===== src/rtl/fetch_pkg.sv =====
// Shared constants and entry layout for the instruction-fetch front end.
package fetch_pkg;

    localparam int unsigned PC_STEP       = 4;
    localparam int unsigned PC_ALIGN_BITS = 2;
    localparam logic [31:0] INSTR_NOP     = 32'h0000_0013;

    localparam int unsigned ENTRY_PC_W    = 64;
    localparam int unsigned ENTRY_INSTR_W = 32;

    // Queue entry layout; the queue stores it flattened as {pc, instr}.
    typedef struct packed {
        logic [ENTRY_PC_W-1:0]    pc;
        logic [ENTRY_INSTR_W-1:0] instr;
    } fetch_entry_t;

    function automatic int unsigned cnt_width(input int unsigned depth);
        return $clog2(depth) + 1;
    endfunction

endpackage


===== src/rtl/fetch_queue.sv =====
// Synchronous prefetch FIFO with flush; head entry is presented from storage.
module fetch_queue
    import fetch_pkg::*;
#(
    parameter int unsigned DEPTH   = 4,
    parameter int unsigned ENTRY_W = 96
) (
    input  logic                          clk,
    input  logic                          arst,
    input  logic                          push,
    input  logic [ENTRY_W-1:0]            push_data,
    input  logic                          pop,
    input  logic                          flush,
    output logic [cnt_width(DEPTH)-1:0]   count,
    output logic                          head_valid,
    output logic [ENTRY_W-1:0]            head_data
);

    localparam int unsigned PTR_W = $clog2(DEPTH);
    localparam int unsigned CNT_W = cnt_width(DEPTH);

    logic [ENTRY_W-1:0] mem_q [DEPTH];
    logic [ENTRY_W-1:0] mem_d [DEPTH];
    logic [PTR_W-1:0]   wr_ptr_q, wr_ptr_d;
    logic [PTR_W-1:0]   rd_ptr_q, rd_ptr_d;
    logic [CNT_W-1:0]   count_q, count_d;
    logic               do_pop;

    always_comb begin
        mem_d    = mem_q;
        wr_ptr_d = wr_ptr_q;
        rd_ptr_d = rd_ptr_q;
        count_d  = count_q;
        do_pop   = pop && (count_q != '0);

        if (flush) begin
            wr_ptr_d = '0;
            rd_ptr_d = '0;
            count_d  = '0;
        end else begin
            if (push) begin
                mem_d[wr_ptr_q] = push_data;
                wr_ptr_d        = wr_ptr_q + PTR_W'(1);
            end
            if (do_pop) begin
                rd_ptr_d = rd_ptr_q + PTR_W'(1);
            end
            case ({push, do_pop})
                2'b10:   count_d = count_q + CNT_W'(1);
                2'b01:   count_d = count_q - CNT_W'(1);
                default: count_d = count_q;
            endcase
        end
    end

    always_ff @(posedge clk or posedge arst) begin
        if (arst) begin
            mem_q    <= '{default: '0};
            wr_ptr_q <= '0;
            rd_ptr_q <= '0;
            count_q  <= '0;
        end else begin
            mem_q    <= mem_d;
            wr_ptr_q <= wr_ptr_d;
            rd_ptr_q <= rd_ptr_d;
            count_q  <= count_d;
        end
    end

    assign count      = count_q;
    assign head_valid = (count_q != '0);
    assign head_data  = mem_q[rd_ptr_q];

    // The issue credit reserves a slot for every read, so a push never meets a full queue.
    a_no_overflow: assert property (@(posedge clk) disable iff (arst)
        !(push && !flush && (count_q == CNT_W'(DEPTH))))
        else $error("fetch_queue: push into full queue");

endmodule


===== src/rtl/fetch_unit.sv =====
// Instruction-fetch front end: fetch PC, one-deep in-flight tracker, credit-gated
// sequential issue into a prefetch queue, and redirect with flush/kill.
module fetch_unit
    import fetch_pkg::*;
#(
    parameter int unsigned       DATA_W   = 64,
    parameter int unsigned       INSTR_W  = 32,
    parameter int unsigned       DEPTH    = 4,
    parameter logic [DATA_W-1:0] RESET_PC = '0
) (
    input  logic               clk,
    input  logic               arst,
    input  logic               enable,
    output logic [DATA_W-1:0]  imem_addr,
    output logic               imem_ren,
    input  logic [INSTR_W-1:0] imem_rdata,
    input  logic               redirect,
    input  logic [DATA_W-1:0]  redirect_pc,
    output logic               out_valid,
    input  logic               out_ready,
    output logic [INSTR_W-1:0] out_instr,
    output logic [DATA_W-1:0]  out_pc
);

    localparam int unsigned ENTRY_W = DATA_W + INSTR_W;
    localparam int unsigned CNT_W   = cnt_width(DEPTH);
    localparam logic [DATA_W-1:0] ALIGN_MASK =
        DATA_W'((64'd1 << PC_ALIGN_BITS) - 64'd1);

    if ((DEPTH < 2) || ((DEPTH & (DEPTH - 1)) != 0)) begin : g_bad_depth
        $error("fetch_unit: DEPTH must be a power of two and at least 2");
    end

    logic [DATA_W-1:0]  fetch_pc_q, fetch_pc_d;
    logic [DATA_W-1:0]  inflight_pc_q, inflight_pc_d;
    logic               inflight_q, inflight_d;

    logic [CNT_W-1:0]   q_count;
    logic               q_valid;
    logic [ENTRY_W-1:0] q_head;
    logic [CNT_W:0]     occupancy;
    logic               issue;
    logic               push;
    logic               pop;

    always_comb begin
        fetch_pc_d    = fetch_pc_q;
        inflight_pc_d = inflight_pc_q;
        inflight_d    = 1'b0;

        // Pop credit is deliberately ignored: a slot is held for every read in flight.
        occupancy = {1'b0, q_count} + (CNT_W + 1)'(inflight_q);
        issue     = !arst && enable && !redirect && (occupancy < (CNT_W + 1)'(DEPTH));
        push      = inflight_q && !redirect;
        pop       = q_valid && out_ready && !redirect;

        if (redirect) begin
            fetch_pc_d = redirect_pc & ~ALIGN_MASK;
        end else if (issue) begin
            fetch_pc_d    = fetch_pc_q + DATA_W'(PC_STEP);
            inflight_pc_d = fetch_pc_q;
            inflight_d    = 1'b1;
        end
    end

    always_ff @(posedge clk or posedge arst) begin
        if (arst) begin
            fetch_pc_q    <= RESET_PC;
            inflight_pc_q <= '0;
            inflight_q    <= 1'b0;
        end else begin
            fetch_pc_q    <= fetch_pc_d;
            inflight_pc_q <= inflight_pc_d;
            inflight_q    <= inflight_d;
        end
    end

    fetch_queue #(
        .DEPTH   (DEPTH),
        .ENTRY_W (ENTRY_W)
    ) u_queue (
        .clk        (clk),
        .arst       (arst),
        .push       (push),
        .push_data  ({inflight_pc_q, imem_rdata}),
        .pop        (pop),
        .flush      (redirect),
        .count      (q_count),
        .head_valid (q_valid),
        .head_data  (q_head)
    );

    assign imem_ren  = issue;
    assign imem_addr = fetch_pc_q;
    assign out_valid = q_valid;
    assign out_pc    = q_head[ENTRY_W-1:INSTR_W];
    assign out_instr = q_head[INSTR_W-1:0];

endmodule


===== config.mk =====
export PLATFORM = sky130hd
export DESIGN_NAME = fetch_unit
export DESIGN_NICKNAME = d
export VERILOG_FILES = /design/src/rtl/fetch_pkg.sv /design/src/rtl/fetch_queue.sv /design/src/rtl/fetch_unit.sv
export SDC_FILE = /design/constraint.sdc
export NUM_CORES = 1
export LEC_CHECK = 0
export ABC_AREA = 1
export ABC_CLOCK_PERIOD_IN_PS = 15260
export BUFFER_PORTS_ARGS = -buffer_cell sky130_fd_sc_hd__buf_2
export CELL_PAD_IN_SITES_DETAIL_PLACEMENT = 1
export CELL_PAD_IN_SITES_GLOBAL_PLACEMENT = 1
export CORE_UTILIZATION = 40
export DETAILED_ROUTE_END_ITERATION = 12
export PLACE_DENSITY_LB_ADDON = 0.1
export SLEW_MARGIN = 10
export SYNTH_ARGS = -nofsm -noshare
export SYNTH_HDL_FRONTEND = slang
export SYNTH_SLANG_ARGS = --single-unit

===== constraint.sdc =====
create_clock -name clk -period 15.26 [get_ports clk]
set_clock_uncertainty 0.15 [all_clocks]
set_input_delay 1.526 -clock clk [delete_from_list [all_inputs] [get_ports clk]]
set_output_delay 1.526 -clock clk [all_outputs]
set_load 0.02 [all_outputs]

==> impl_metrics.yaml, run 1 <==
sta:
  fin_crit_sh_pct: 35.5
  final.min_clock_period_ns: 5.42
  hold_violations: 0
  worst_pin_slew_ns: 1.10
  max_slew_margin_pct: 26.4
  max_freq_ghz: 0.185
  final-setup-viol-count: 0
  slew_violations: 0
  rsz0062_at_grt: "no"
  worst_slack_ns: 9.84
  fin_setup_tns_ns: 0
cts:
  cts_max_path_buffers: 3
  cts_buffers: 58
  cts_tree: "built"
  cts.sinks: 508
  clock-root-buffer: "clkbuf_16"
  hold_buffers: 0
  post_cts_buffers: 0
  path_clk_slew_ns: 0.06
  clk_latency_ns: 0.61
  cts.htree.levels: 2
  cts_resized: 0
logic_synthesis:
  ys_ff_latch: 508
  ys_async_sr_fraction_pct: 100
  synth_top_area_share_pct: 54.5
  synth_top_area_cell: "dfrtp_1"
  ys.flop_type: "dfrtp_1"
  synth_cell_type_count: 34
  synth_edf_count: 0
  synth_warnings: 0
  syn_area_um2: 23300
  synthTopCellsByCount: "634 x nand2_1, 634 x o21ai_0, 508 x dfrtp_1"
  synth_area_leaders: "dfrtp_1 54%, o21ai_0 14%, nand2_1 10%"
  synthCells: 2861
  ys_seq_area_share_pct: 54.5
  avgSynthCellArea_um2: 8.16
power_and_ir_drop:
  p_sw_mw: 1.75
  clock_power_share_pct: 29.8
  p_int_mw: 2.86
  power.leakage_nw: 13.1
  p_comb_share_pct: 30.7
  p_seq_share_pct: 39.5
  power.density_nw_per_um2: 171
  vdd_drop_max_mv: 0.0870
  switching_share_pct: 38.0
global_route:
  grt_pass1_vias: 21200
  gr-total-overflow: 0
  grt_pass1_wl_mm: 121
  track_usage_pct: 25.7
  grt_start_max_net_pins: 168
  antenna_found_initial: 3
cells_and_area:
  final_util_pct: 46.7
  drive_gt1_share_pct: 13.3
  layout.nets: 3129
  syn_to_final_growth_pct: 15.4
worst_setup_path:
  path_depth: 5
  path_buf_inv: 3
  crit_type: "reg2out"
  critPathArrivalTime_ns: 3.74
  crit_path_max_incr_delay_ns: 0.79
  reg2reg_depth: 4
  required_ns: 13.58
  cp_max_fo: 55
  worstPathCellList: "inv_2, buf_4, o21ai_0, o22ai_1, buf_2"
  critPathCaptureType: "primary output"
  cp_top_family: "buffers and inverters"
  worst_setup_path_start_kind: "flip-flop"
  slowest_stage: "inv_2"
floorplan:
  coreArea_um2: 57700
  start_util_pct: 40.5
  die_height_um: 244
  dieArea_um2: 59300
  row_count: 88
  pin_count: 263
  fp.dieW_um: 244
drt:
  postRouteAntennaNets: 0
  wl_mm: 76.0
  drc: 0
  drtIter0Drc: 1155
  drt-wirelength-per-cell_um: 19.8
  drt_pass1_iterations: 5
  viasPerCell: 5.35
  vias: 20500
min_path:
  worstHoldPathCells: 2
  hold_path_class: "reg2reg"
place:
  gp_congestion: 0.876
  portBuffers: 256
  place_worst_setup_slack_ns: 9.09
  dp_hpwl_mm: 48.1
status:
  status: "finished, final reports clean"
run:
  maxCapViolCount: 0
-- state kept, by name (all words and copies together), names as in the netlist --
name,cells
u_queue.mem_q,376
imem_addr,62
inflight_pc_q,62
u_queue.count,3
u_queue.rd_ptr_q,2
u_queue.wr_ptr_q,2
inflight_q,1
-- power by group through the flow --
stage               registers [mW]  clock network, mW  logic, mW
floorplan                     1.80                  0      0.919
global placement              1.83                  0       1.39
finish                        1.82               1.38       1.41
detailed placement            1.84                  0       1.42
CTS                           1.82               1.41       1.43
global route                  1.86               1.46       1.57
-- per-layer routing --
layer	global-route usage [%]	share of wire, %	vias up
met5	0	0	-
met4	8.46	3.0	0
met3	3.71	3.9	123
met2	41.2	46	399
met1	35.9	47	10300
li1	-	-	9706
-- final timing paths --
kind	from	to	slack [ns]
min in group asynchronous	arst	u_queue.mem_q[169]	0.85
setup / recovery	u_queue.rd_ptr_q[1]	out_pc[37]	9.84
hold reg to reg	u_queue.mem_q[287]	u_queue.mem_q[287]	0.33
hold / removal	u_queue.mem_q[287]	u_queue.mem_q[287]	0.33
setup reg to reg	u_queue.rd_ptr_q[1]	u_queue.rd_ptr_q[1]	12.39
max in group asynchronous	arst	u_queue.mem_q[137]	10.01
-- cells in the final DEF, fill, tap and decap left out, types with 13 or more instances in the layout --
cell type	netlist	layout
nand3_1	77	77
clkbuf_1	95	17
buf_2	69	256
o21ai_0	634	634
clkbuf_8	0	13
nor2_1	354	354
inv_1	201	199
nand2_1	634	634
clkbuf_16	0	61
a21oi_1	61	61
dfrtp_1	508	506
buf_4	8	18
nand4_1	24	24
o21ai_1	15	15
o22ai_1	94	94
-- metrics by stage --
step | instance area (um2) | power [mW] | cells | hold WS (ns)
finish | 26900 | 4.61 | 3835 | 0.328
global route | 26900 | 4.88 | 3832 | 0.348
CTS | 26900 | 4.66 | 3832 | 0.333
detailed placement | 25100 | 3.26 | 3727 | 0.318
global placement | 25100 | 3.21 | 3727 | 0.310
floorplan | 23400 | 2.72 | 2864 | 0.298
-- final cells by class --
type | instances | area, um2
Antenna cell | 3 | 7.51
Clock buffer | 91 | 1770
Clock inverter | 14 | 113
Fill cell | 7003 | 30800
Inverter | 203 | 768
Multi-Input combinational cell | 1975 | 9160
Sequential cell | 508 | 12700
Tap cell | 765 | 957
Timing Repair Buffer | 276 | 1460
-- worst register-to-register path: stages (launching register included) --
cell	delay [ns]
dfrtp_2	0.72
inv_2	0.80
buf_4	0.72
o21ai_0	0.25
a21oi_1	0.15
-- cell families after synthesis --
logic type                 count (synthesis)  share of synthesized area (%)
AOI/OAI and AO/OA                        820                           18.3
xor gates and xnor gates                  10                          0.375
adders and majority gates                  6                          0.354
buffers and inverters                    381                           6.66
DFF                                      508                           54.5
other                                      1                         0.0161
and+or+nand+nor                         1135                           19.9
(Power assumes the default switching activity.)
==> inputs of run 2 (changes only) <==
--- a/config.mk
+++ b/config.mk
@@ -6,7 +6,7 @@
 export NUM_CORES = 1
 export LEC_CHECK = 0
 export ABC_AREA = 1
-export ABC_CLOCK_PERIOD_IN_PS = 15260
+export ABC_CLOCK_PERIOD_IN_PS = 4800
 export BUFFER_PORTS_ARGS = -buffer_cell sky130_fd_sc_hd__buf_2
 export CELL_PAD_IN_SITES_DETAIL_PLACEMENT = 1
 export CELL_PAD_IN_SITES_GLOBAL_PLACEMENT = 1
==> constraint.sdc (replaced) <==
create_clock -name clk -period 4.8 [get_ports clk]
set_clock_uncertainty 0.15 [all_clocks]
set_input_delay 0.48 -clock clk [delete_from_list [all_inputs] [get_ports clk]]
set_output_delay 0.48 -clock clk [all_outputs]
set_load 0.02 [all_outputs]
==> run 2 against run 1 <==
Against the previous run:
- cell area up 1.5%
- largest power group unchanged
- clock-buffer cell count is 3 lower
- first-iteration DRC count grew 4.6%
- via count up 0.17%
==> impl_metrics.yaml, run 2 (same netlist as run 1, synthesis figures left out) <==
place:
  dp.cells: 3734
  dp_hpwl_mm: 48.0
  placedInstanceArea_um2: 25100
  gp_congestion: 0.918
  portBuffers: 256
power_and_ir_drop:
  p_comb_share_pct: 30.8
  switching_share_pct: 37.4
  p_seq_share_pct: 38.6
  power.leakage_nw: 13.2
  p_total_mw: 14.9
  power.density_nw_per_um2: 544
  p_sw_mw: 5.55
  vdd_drop_max_mv: 0.286
  p_int_mw: 9.31
  clock_power_share_pct: 30.5
sta:
  max_slew_margin_pct: 30.0
  max_freq_ghz: 0.276
  fin_crit_sh_pct: 75.5
  final-setup-viol-count: 0
  hold_violations: 0
  worst_pin_slew_ns: 1.05
  final.min_clock_period_ns: 3.62
  rsz0062_at_grt: "no"
  slew_violations: 0
  whs_ns: 0.0405
cells_and_area:
  syn_to_final_growth_pct: 17.1
  layout.cells.non_filler: 3860
  drive_gt1_share_pct: 13.5
  layout_common_cells: "634 x nand2_1, 634 x o21ai_0, 506 x dfrtp_1, 354 x nor2_1, 256 x buf_2"
  largest_reg_flops: 376
  antenna_cells: 0
  design_area_um2: 27300
  layout.nets: 3159
  top_register: "u_queue.mem_q"
global_route:
  grt_pass1_wl_mm: 120
  antenna_found_initial: 1
  grt_start_max_net_pins: 190
  track_usage_pct: 25.5
  gr-total-overflow: 0
  grt_pass1_vias: 20900
worst_setup_path:
  r2r_end: "imem_addr[28]"
  crit_type: "reg2out"
  critPathArrivalTime_ns: 2.99
  reg2reg_depth: 6
  reg2reg_slack_ns: 2.24
  crit_path_max_incr_delay_ns: 0.69
  worst_setup_path_start_kind: "flip-flop"
  cp_max_fo: 58
  slowest_stage: "buf_4"
  worstPathCellList: "buf_4, buf_4, o21ai_0, o22ai_1, buf_2"
  critPathCaptureType: "primary output"
  required_ns: 4.17
  crit_top_cell: "buf_4"
  rr_startpoint: "u_queue.count[1]"
cts:
  cts_buffers: 56
  path_clk_slew_ns: 0.06
  hold_buffers: 25
  cts_tree: "built"
  cts.sinks: 508
  clock-root-buffer: "clkbuf_16"
  clk_latency_ns: 0.60
  cts_resized: 0
  cts_max_path_buffers: 3
  post_cts_buffers: 0
  cts.htree.levels: 2
drt:
  postRouteAntennaNets: 0
  drt-wirelength-per-cell_um: 19.6
  wl_mm: 75.5
  drt_pass1_iterations: 5
  vias: 20500
  viasPerCell: 5.32
  drc: 0
  drtIter0Drc: 1208
min_path:
  whs_endpoint: "u_queue.mem_q[8]"
  worstHoldPathCells: 3
  hold_path_class: "in2reg"
  hold_start: "imem_rdata[8]"
run:
  maxCapViolCount: 0
floorplan:
  fp.dieW_um: 244
  row_count: 88
  die_height_um: 244
  start_util_pct: 40.5
  pin_count: 263
  dieArea_um2: 59300
  coreArea_um2: 57700
status:
  status: "finished, final reports clean"
==> run 2: worst max-delay path by stage <==
stage | cells past startpoint | to | from
after floorplan | 5 | imem_ren | arst
after global placement | 5 | out_pc[33] | u_queue.rd_ptr_q[1]
after detailed placement | 5 | out_pc[33] | u_queue.rd_ptr_q[1]
after CTS | 5 | out_pc[33] | u_queue.rd_ptr_q[1]
after global routing | 5 | out_pc[33] | u_queue.rd_ptr_q[1]
final | 5 | out_pc[29] | u_queue.rd_ptr_q[1]
==> run 2: power by group through the flow <==
| stage | Combinational [mW] | Sequential, mW | Clock [mW] |
|---|---|---|---|
| 2_1_floorplan | 2.92 | 5.72 | 0 |
| 5_1_grt | 5.06 | 5.85 | 4.80 |
| 6_report | 4.58 | 5.74 | 4.54 |
| 4_1_cts | 4.65 | 5.73 | 4.65 |
| 3_3_place_gp | 4.48 | 5.75 | 0 |
| 3_5_place_dp | 4.61 | 5.80 | 0 |
==> run 2: layer usage <==
layer / vias to the layer above / wire [um] / global-route usage (%)
li1: 9764 / - / -
met5: - / 15 / 0
met1: 10200 / 35400 / 36.3
met4: 2 / 2150 / 7.70
met3: 117 / 2850 / 3.22
met2: 408 / 35100 / 40.6
==> run 2: stage by stage <==
step                      utilization [%]  TNS [ns]  setup slack (ns)
final                                47.4         0              1.18
after floorplan                         -  -2010.48             -5.02
after detailed placement             43.6         0              1.80
after global placement               43.6         0              1.78
after global routing                 47.4         0              1.06
after CTS                            47.4         0              1.16
==> run 2: cell type report <==
class                      instances  area [um2]
sequential                       508       12700
fill                            7017       30400
inverter                         203         771
multi-input combinational       1975        9160
clock buffer                      88        1750
clock inverter                    13         200
timing repair buffer             308        1780
tap                              765         957
==> run 2: critical path, delay by kind of cell, from the launching register on <==
family / cells / cell delay (ns)
compound gates: 2 / 0.60
buf+inv: 3 / 1.38
flops: 1 / 0.36
